[config.mk]
export PLATFORM = sky130hd
export DESIGN_NAME = seven_segment_decoder
export DESIGN_NICKNAME = d
export VERILOG_FILES = /design/src/rtl/seven_seg_pkg.sv /design/src/rtl/seven_seg_lut.sv /design/src/rtl/seven_segment_decoder.sv
export SDC_FILE = /design/constraint.sdc
export NUM_CORES = 1
export LEC_CHECK = 0
export CORE_AREA = 5 5 42 44
export CTS_BUF_LIST = sky130_fd_sc_hd__clkbuf_2
export DETAILED_ROUTE_END_ITERATION = 8
export DIE_AREA = 0 0 47 49
export GPL_TIMING_DRIVEN = 1
export PLACE_DENSITY = 0.81
export SYNTH_ARGS = -nofsm -noshare
export SYNTH_HDL_FRONTEND = slang
export SYNTH_SLANG_ARGS = --single-unit
export TNS_END_PERCENT = 5
[constraint.sdc]
create_clock -name clk -period 2 [get_ports clk]
set_input_delay 0.4 -clock clk [delete_from_list [all_inputs] [get_ports clk]]
set_output_delay 0.4 -clock clk [all_outputs]
set_load 0.005 [all_outputs]
[src/rtl/seven_seg_pkg.sv]
// Shared segment glyphs and the segment-vector type for the seven-segment decoder.
// Every pattern here is active-high with bit order {g,f,e,d,c,b,a}.
package seven_seg_pkg;

    typedef logic [6:0] seg_t;

    localparam seg_t DIGIT_0 = 7'b0111111;
    localparam seg_t DIGIT_1 = 7'b0000110;
    localparam seg_t DIGIT_2 = 7'b1011011;
    localparam seg_t DIGIT_3 = 7'b1001111;
    localparam seg_t DIGIT_4 = 7'b1100110;
    localparam seg_t DIGIT_5 = 7'b1101101;
    localparam seg_t DIGIT_6 = 7'b1111101;
    localparam seg_t DIGIT_7 = 7'b0000111;
    localparam seg_t DIGIT_8 = 7'b1111111;
    localparam seg_t DIGIT_9 = 7'b1101111;

    localparam seg_t HEX_A = 7'b1110111;
    localparam seg_t HEX_B = 7'b1111100;
    localparam seg_t HEX_C = 7'b0111001;
    localparam seg_t HEX_D = 7'b1011110;
    localparam seg_t HEX_E = 7'b1111001;
    localparam seg_t HEX_F = 7'b1110001;

    localparam seg_t SEG_ALL_ON  = 7'b1111111;
    localparam seg_t SEG_ALL_OFF = 7'b0000000;

endpackage

[src/rtl/seven_seg_lut.sv]
// Combinational glyph lookup: 4-bit code to active-high segment pattern.
// Codes 10-15 show A-F only when hex_en_i is set, otherwise they are blank.
module seven_seg_lut
    import seven_seg_pkg::*;
(
    input  logic [3:0] num_i,
    input  logic       hex_en_i,
    output seg_t       pattern_o
);

    always_comb begin
        pattern_o = SEG_ALL_OFF;
        case (num_i)
            4'd0:  pattern_o = DIGIT_0;
            4'd1:  pattern_o = DIGIT_1;
            4'd2:  pattern_o = DIGIT_2;
            4'd3:  pattern_o = DIGIT_3;
            4'd4:  pattern_o = DIGIT_4;
            4'd5:  pattern_o = DIGIT_5;
            4'd6:  pattern_o = DIGIT_6;
            4'd7:  pattern_o = DIGIT_7;
            4'd8:  pattern_o = DIGIT_8;
            4'd9:  pattern_o = DIGIT_9;
            4'd10: if (hex_en_i) pattern_o = HEX_A;
            4'd11: if (hex_en_i) pattern_o = HEX_B;
            4'd12: if (hex_en_i) pattern_o = HEX_C;
            4'd13: if (hex_en_i) pattern_o = HEX_D;
            4'd14: if (hex_en_i) pattern_o = HEX_E;
            4'd15: if (hex_en_i) pattern_o = HEX_F;
            default: pattern_o = SEG_ALL_OFF;
        endcase
    end

endmodule

[src/rtl/seven_segment_decoder.sv]
// Seven-segment decoder top: lamp-test/blank priority, output polarity,
// a registered copy of the segment drive and a sticky invalid-code flag.
module seven_segment_decoder
    import seven_seg_pkg::*;
#(
    parameter bit HEX_EN     = 1'b0,
    parameter bit ACTIVE_LOW = 1'b0
) (
    input  logic       clk,
    input  logic       rst,
    input  logic [3:0] num,
    input  logic       lt,
    input  logic       bi,
    output seg_t       seg,
    output seg_t       seg_q,
    output logic       err
);

    localparam seg_t OFF_PATTERN = ACTIVE_LOW ? ~SEG_ALL_OFF : SEG_ALL_OFF;

    seg_t lutPattern;
    seg_t prioPattern;
    seg_t seg_d;
    logic errCond;
    logic err_d;
    logic err_q;

    seven_seg_lut uLut (
        .num_i     (num),
        .hex_en_i  (HEX_EN),
        .pattern_o (lutPattern)
    );

    always_comb begin
        prioPattern = lutPattern;
        if (lt) begin
            prioPattern = SEG_ALL_ON;
        end else if (bi) begin
            prioPattern = SEG_ALL_OFF;
        end
    end

    // Polarity is applied last so lamp test and blanking invert along with the digits.
    assign seg     = ACTIVE_LOW ? ~prioPattern : prioPattern;
    assign seg_d   = seg;
    assign errCond = !HEX_EN && (num > 4'd9) && !lt && !bi;
    assign err_d   = err_q | errCond;
    assign err     = err_q;

    always_ff @(posedge clk) begin
        if (rst) begin
            seg_q <= OFF_PATTERN;
            err_q <= 1'b0;
        end else begin
            seg_q <= seg_d;
            err_q <= err_d;
        end
    end

endmodule

=== Word-level counts from Yosys, hierarchy flattened ===
Index checks and enable logic that the tools add are counted.

* Order comparisons: 1
* Equality and inequality tests: 15
* Mux-type cells: 3
* Bitwise operators: 1
* Reductions and logical operators: 6

{| class="wikitable"
|+ Operators with widths
! kind !! count
|-
| 7-bit case mux with 11 select lines || 1
|-
| 4-bit equality test (second input constant) || 8
|-
| 4-bit by 3-bit equality test with 1-bit output (second input constant) || 4
|-
| 7-bit 2-to-1 mux || 2
|-
| 4-bit by 2-bit equality test with 1-bit output (second input constant) || 2
|-
| 6-bit OR reduction || 1
|-
| 4-bit by 1-bit equality test with 1-bit output (second input constant) || 1
|-
| 4-bit greater-than comparator (second input constant) || 1
|-
| 4-bit logical NOT || 1
|-
| 1-bit logical AND || 2
|-
| 1-bit logical NOT || 2
|-
| 1-bit bitwise OR || 1
|}

* Flip-flop bits (word level): 8
* Bits of input ports: 8
* Output and inout bits: 15
* Logic and storage cells: 28

=== Logic depth before layout (Yosys ltp) ===
* Depth after elaboration: 5
* Gate-level depth with buffers: 4
* Mapped depth without buffers: 3

=== Cells and area by module ===
A second synthesis with hierarchy kept.

* Cells, all modules: 82
* Area, all modules: 584.3 µm²

{| class="wikitable"
|+ Modules (own cells, without submodules)
! module !! instances !! cells each !! area each (µm²) !! seq. area each (µm²)
|-
| seven_segment_decoder || 1 || 37 || 317.8 || 160.2
|-
| seven_seg_lut || 1 || 45 || 266.5 || 0.0
|}

=== Least setup slack after synthesis ===
Ideal clock, no wire load.

* Kind: input to output
* Start: input port num[2]
* End: output port seg[0]
* Data arrival time: 1172 ps
* Data required time: 1600 ps
* Path slack: 428 ps
* Stages on the path: 4
* Path buffers: 1
* Cell sequence: buf_4 or2_4 o22a_1 o21ai_0

* Cells in the longest elaborated chain, start to end: 5
* Elaborated cells on any way between the ends: 20
* Classes of those cells: 15 x eq/ne; 3 x mux; 2 x reduce/logical

{| class="wikitable"
|+ Ends and longest elaborated chain
! item !! line !! source
|-
| from (decl) || seven_segment_decoder.sv:11 || <nowiki>input logic [3:0] num,</nowiki>
|-
| 4-bit equality test || seven_seg_lut.sv:13 || <nowiki>case (num_i)</nowiki>
|-
| 6-bit OR reduction (no source line) || n/a ||
|-
| 7-bit case mux with 11 select lines (*) || seven_seg_lut.sv:13 ||
|-
| 7-bit 2-to-1 mux (*) || seven_segment_decoder.sv:38 || <nowiki>end else if (bi) begin</nowiki>
|-
| 7-bit 2-to-1 mux (*) || seven_segment_decoder.sv:36 || <nowiki>if (lt) begin</nowiki>
|-
| to (decl) || seven_segment_decoder.sv:14 || <nowiki>output seg_t seg,</nowiki>
|}

Mark *: on every way between the ends. The rest lies on a longest branch, timed or not.

=== Final worst setup path ===
* Start: input port num[2]
* End: output port seg[2]

Same word-level chain as after synthesis.

==> parameters.txt <==
Parameter                              Value

Run status
  Outcome ... finished clean

Global routing
  Maximum number of pins on one net before global-route repair ... 12
  Initial antenna violation count ... 0
  First-pass GRT wire length ... 1990 microns
  Via count of the first global-routing pass ... roughly 460
  Overall Global Routing Usage ... 0.121
  Global-route congestion overflow total ... 0

Floorplanning
  Die X-Extent ... around 47 microns
  Initial core utilization ... 0.345
  Die Footprint ... about 2300 sq um
  Cell Rows ... 14
  IO Pins ... 23
  Core area ... approximately 1400 sq um
  Die Height ... around 49 microns

Final layout
  Filler instances ... 147
  Number of nets in the final layout ... 96
  Area overhead of the layout relative to synthesis ... 63.0%
  Final antenna diode count ... 0
  Share of layout cells above drive strength 1 ... 0.360

Clock network
  Hold buffer count at CTS ... 0
  CTS max path bufs ... 2
  Number of buffers created by CTS ... 3
  CTS clk-pin slew, worst paths ... 70 ps
  CTS tree ... done
  CTS Root Buffer Type ... clkbuf_2
  Clock insertion delay at the later pin of the skew report ... roughly 240 ps
  Sinks on Clock Net ... 8
  H-tree depth ... 1
  Number of buffers inserted to repair setup after CTS ... 0

Route
  Pre-Repair DR Iteration Count ... 4
  Antenna Nets Post-Route ... 0
  Final wirelength ... 1300 microns
  Average wire per cell in the routed design ... ~13 microns
  Total DRC errors in the routed layout ... 0
  Via Count ... a little over 500
  Via density ... 4.93
  Drt first-iter violations ... 11

STA
  Setup TNS ... 0 ps
  Relative slew slack ... 0.796
  RSZ-0062 raised after global routing ... yes
  Share of the clock period used by the worst path after layout ... 0.983
  Hold Slack ... between 400 and 500 ps
  Maximum clock skew at final layout ... 0 ps
  Final Setup Violations ... 0
  Slew Limit Fails ... 0
  Hold Fails Final Rpt ... 0
  Fmax ... approximately 510 MHz
  Measured slew at the worst slew-check pin ... 305 ps
  Min Tclk post-route ... around 2000 ps

Power and ir drop
  Worst IR drop on VDD ... 0.380 mV
  P_leak ... 0.338 nW
  Power density cells ... ~500 nW/um^2

Synthesis
  Count of warnings emitted by yosys ... 0
  Largest cells by area after synthesis ... dfxtp_1, a21oi_1, o21ai_0, buf_6, o31ai_4
  Fraction of the yosys area taken by sequential cells ... 0.332
  Count of unique library cells instantiated by Yosys ... 30
  Portion of synthesized cell area occupied by the leading cell type ... 0.332
  Biggest area consumer among synthesized cells ... dfxtp_1
  Post-synthesis instance total ... 54
  Register bit count reported by yosys ... 8
  Synth Area per Inst ... roughly 8.9 sq um
  Post-synthesis instance area ... about 480 sq um
  Post-synthesis net count ... 62

Setup path
  Maximum fanout encountered on the critical timing path ... 11
  Critical register-to-register path startpoint ... err$_SDFF_PP0_
  Data arrival, critical path ... 1570 ps
  Kind of critical path ... in -> out
  Worst path max stage delay ... around 500 ps
  Library cell contributing the largest single delay on the critical path ... clkdlybuf4s50_1
  Type of origin of the critical path ... input pin
  Worst setup path end ... seg[2]
  CP endpoint kind ... output pin
  Cell Chain, Critical Path ... clkbuf_4, or2_4, a21oi_2, or2_2, clkdlybuf4s50_1
  FF-to-FF setup slack ... 1390 ps
  Beginning of the critical path ... num[2]
  Reg2Reg Depth ... 2
  Required time reported for the critical path endpoint ... 1600 ps
  Terminus of the critical flop-to-flop path ... err$_SDFF_PP0_

Min path
  Hold depth ... 2
  Path category of the worst min-delay check ... reg -> reg

Placement
  Half-perimeter wire length after detailed placement ... about 1100 microns
  Number of port buffers ... 22
  Weighted congestion at the end of routability-driven global placement ... between 0.7 and 0.8

Run
  Total of max-cap violations ... 0
layout by cell type, fill, tap and decap left out, types with 2 or more instances in the layout:
| cell type | n |
|---|---|
| a211oi_1 | 2 |
| a21oi_1 | 4 |
| a21oi_2 | 2 |
| buf_2 | 2 |
| buf_4 | 11 |
| clkbuf_2 | 3 |
| clkbuf_4 | 2 |
| clkdlybuf4s50_1 | 10 |
| dfxtp_1 | 8 |
| dlygate4sd2_1 | 6 |
| dlymetal6s2s_1 | 2 |
| nand2b_1 | 2 |
| nor2_1 | 3 |
| nor2b_1 | 2 |
| o21ai_0 | 5 |
stage by stage:
stage | util | setup slack, ps | total power [mW] | cells | instance area, sq um
after floorplan | - | 428 | 0.238 | 54 | 483
after global placement | 0.553 | -603 | 0.317 | 99 | 774
after detailed placement | 0.553 | -598 | 0.321 | 99 | 774
after CTS | 0.559 | -144 | 0.411 | 102 | 783
after global routing | 0.562 | -18.1 | 0.435 | 102 | 787
final | 0.562 | 33.1 | 0.405 | 102 | 787
worst min-delay path by stage:
stage | from | end | slack [ps]
floorplan | err$_SDFF_PP0_ | err$_SDFF_PP0_ | 460
global placement | err$_SDFF_PP0_ | err$_SDFF_PP0_ | 460
detailed placement | err$_SDFF_PP0_ | err$_SDFF_PP0_ | 480
CTS | err$_SDFF_PP0_ | err$_SDFF_PP0_ | 490
global route | err$_SDFF_PP0_ | err$_SDFF_PP0_ | 540
finish | err$_SDFF_PP0_ | err$_SDFF_PP0_ | 480
flip-flops by register name (all words and copies together), names as in the netlist:
register and flops:
err 1, seg_q 7
report_power, final:
| part | total [mW] | switching [mW] | leakage [nW] | internal, mW |
|---|---|---|---|---|
| combinational | 0.136 | 0.0572 | 0.259 | 0.0792 |
| clock | 0.0946 | 0.0537 | 0.0125 | 0.0408 |
| sequential | 0.174 | 0.00316 | 0.0668 | 0.171 |
cell usage after synthesis:
cell type / count
buf_1: 1
clkbuf_2: 1
mux2_2: 1
a21oi_1: 6
a211oi_2: 1
or2_2: 1
and2b_1: 1
buf_4: 1
nand2b_1: 2
o31ai_4: 1
nor2b_1: 2
nand2_1: 1
o2bb2a_1: 1
buf_6: 2
o21ai_0: 6
or2_4: 1
o21ba_2: 1
or3b_4: 1
o31ai_1: 1
o22a_1: 1
dfxtp_1: 8
nor3_1: 1
nor2_1: 3
inv_1: 2
a31oi_1: 1
a211oi_1: 2
o211ai_1: 1
o31ai_2: 1
o21bai_1: 1
a21boi_0: 1
layout make-up:
cell class / count / area [sq um] / share of cell area
Sequential cell: 8 / 160 / 0.203
Timing Repair Buffer: 34 / 297 / 0.377
Multi-Input combinational cell: 39 / 288 / 0.366
Tap cell: 16 / 20.0 / 0.0254
Inverter: 2 / 7.51 / 0.00954
Clock buffer: 3 / 15.0 / 0.0191
cell families (layout without fill, tap and decap cells):
kind of cell,Yosys count,in the layout,share of synthesized area
buf+inv,7,39,0.0958
compound gates,25,25,0.386
simple gates,13,13,0.163
mux,1,1,0.0233
flops,8,8,0.332
worst max-delay path: cells and delay by family:
family	cells	cell delay, ps
AO/OA/AOI/OAI	1	130
AND/OR/NAND/NOR	2	380
buffers and inverters	2	650
layer usage:
metal | GRT usage | vias to the layer above | share of wire
met1 | 0.141 | 225 | 0.41
met5 | 0 | - | 0
met2 | 0.190 | 16 | 0.52
met4 | 0.0415 | 0 | 0.015
li1 | - | 260 | -
met3 | 0.0554 | 2 | 0.058
timing repair:
| item | CTS | global route |
|---|---|---|
| pin swaps | 1 | 1 |
| cloned | 0 | 0 |
| gates resized for setup | 29 | 6 |
| setup endpoints to repair | 7 | 4 |
(Power assumes the default switching activity.)
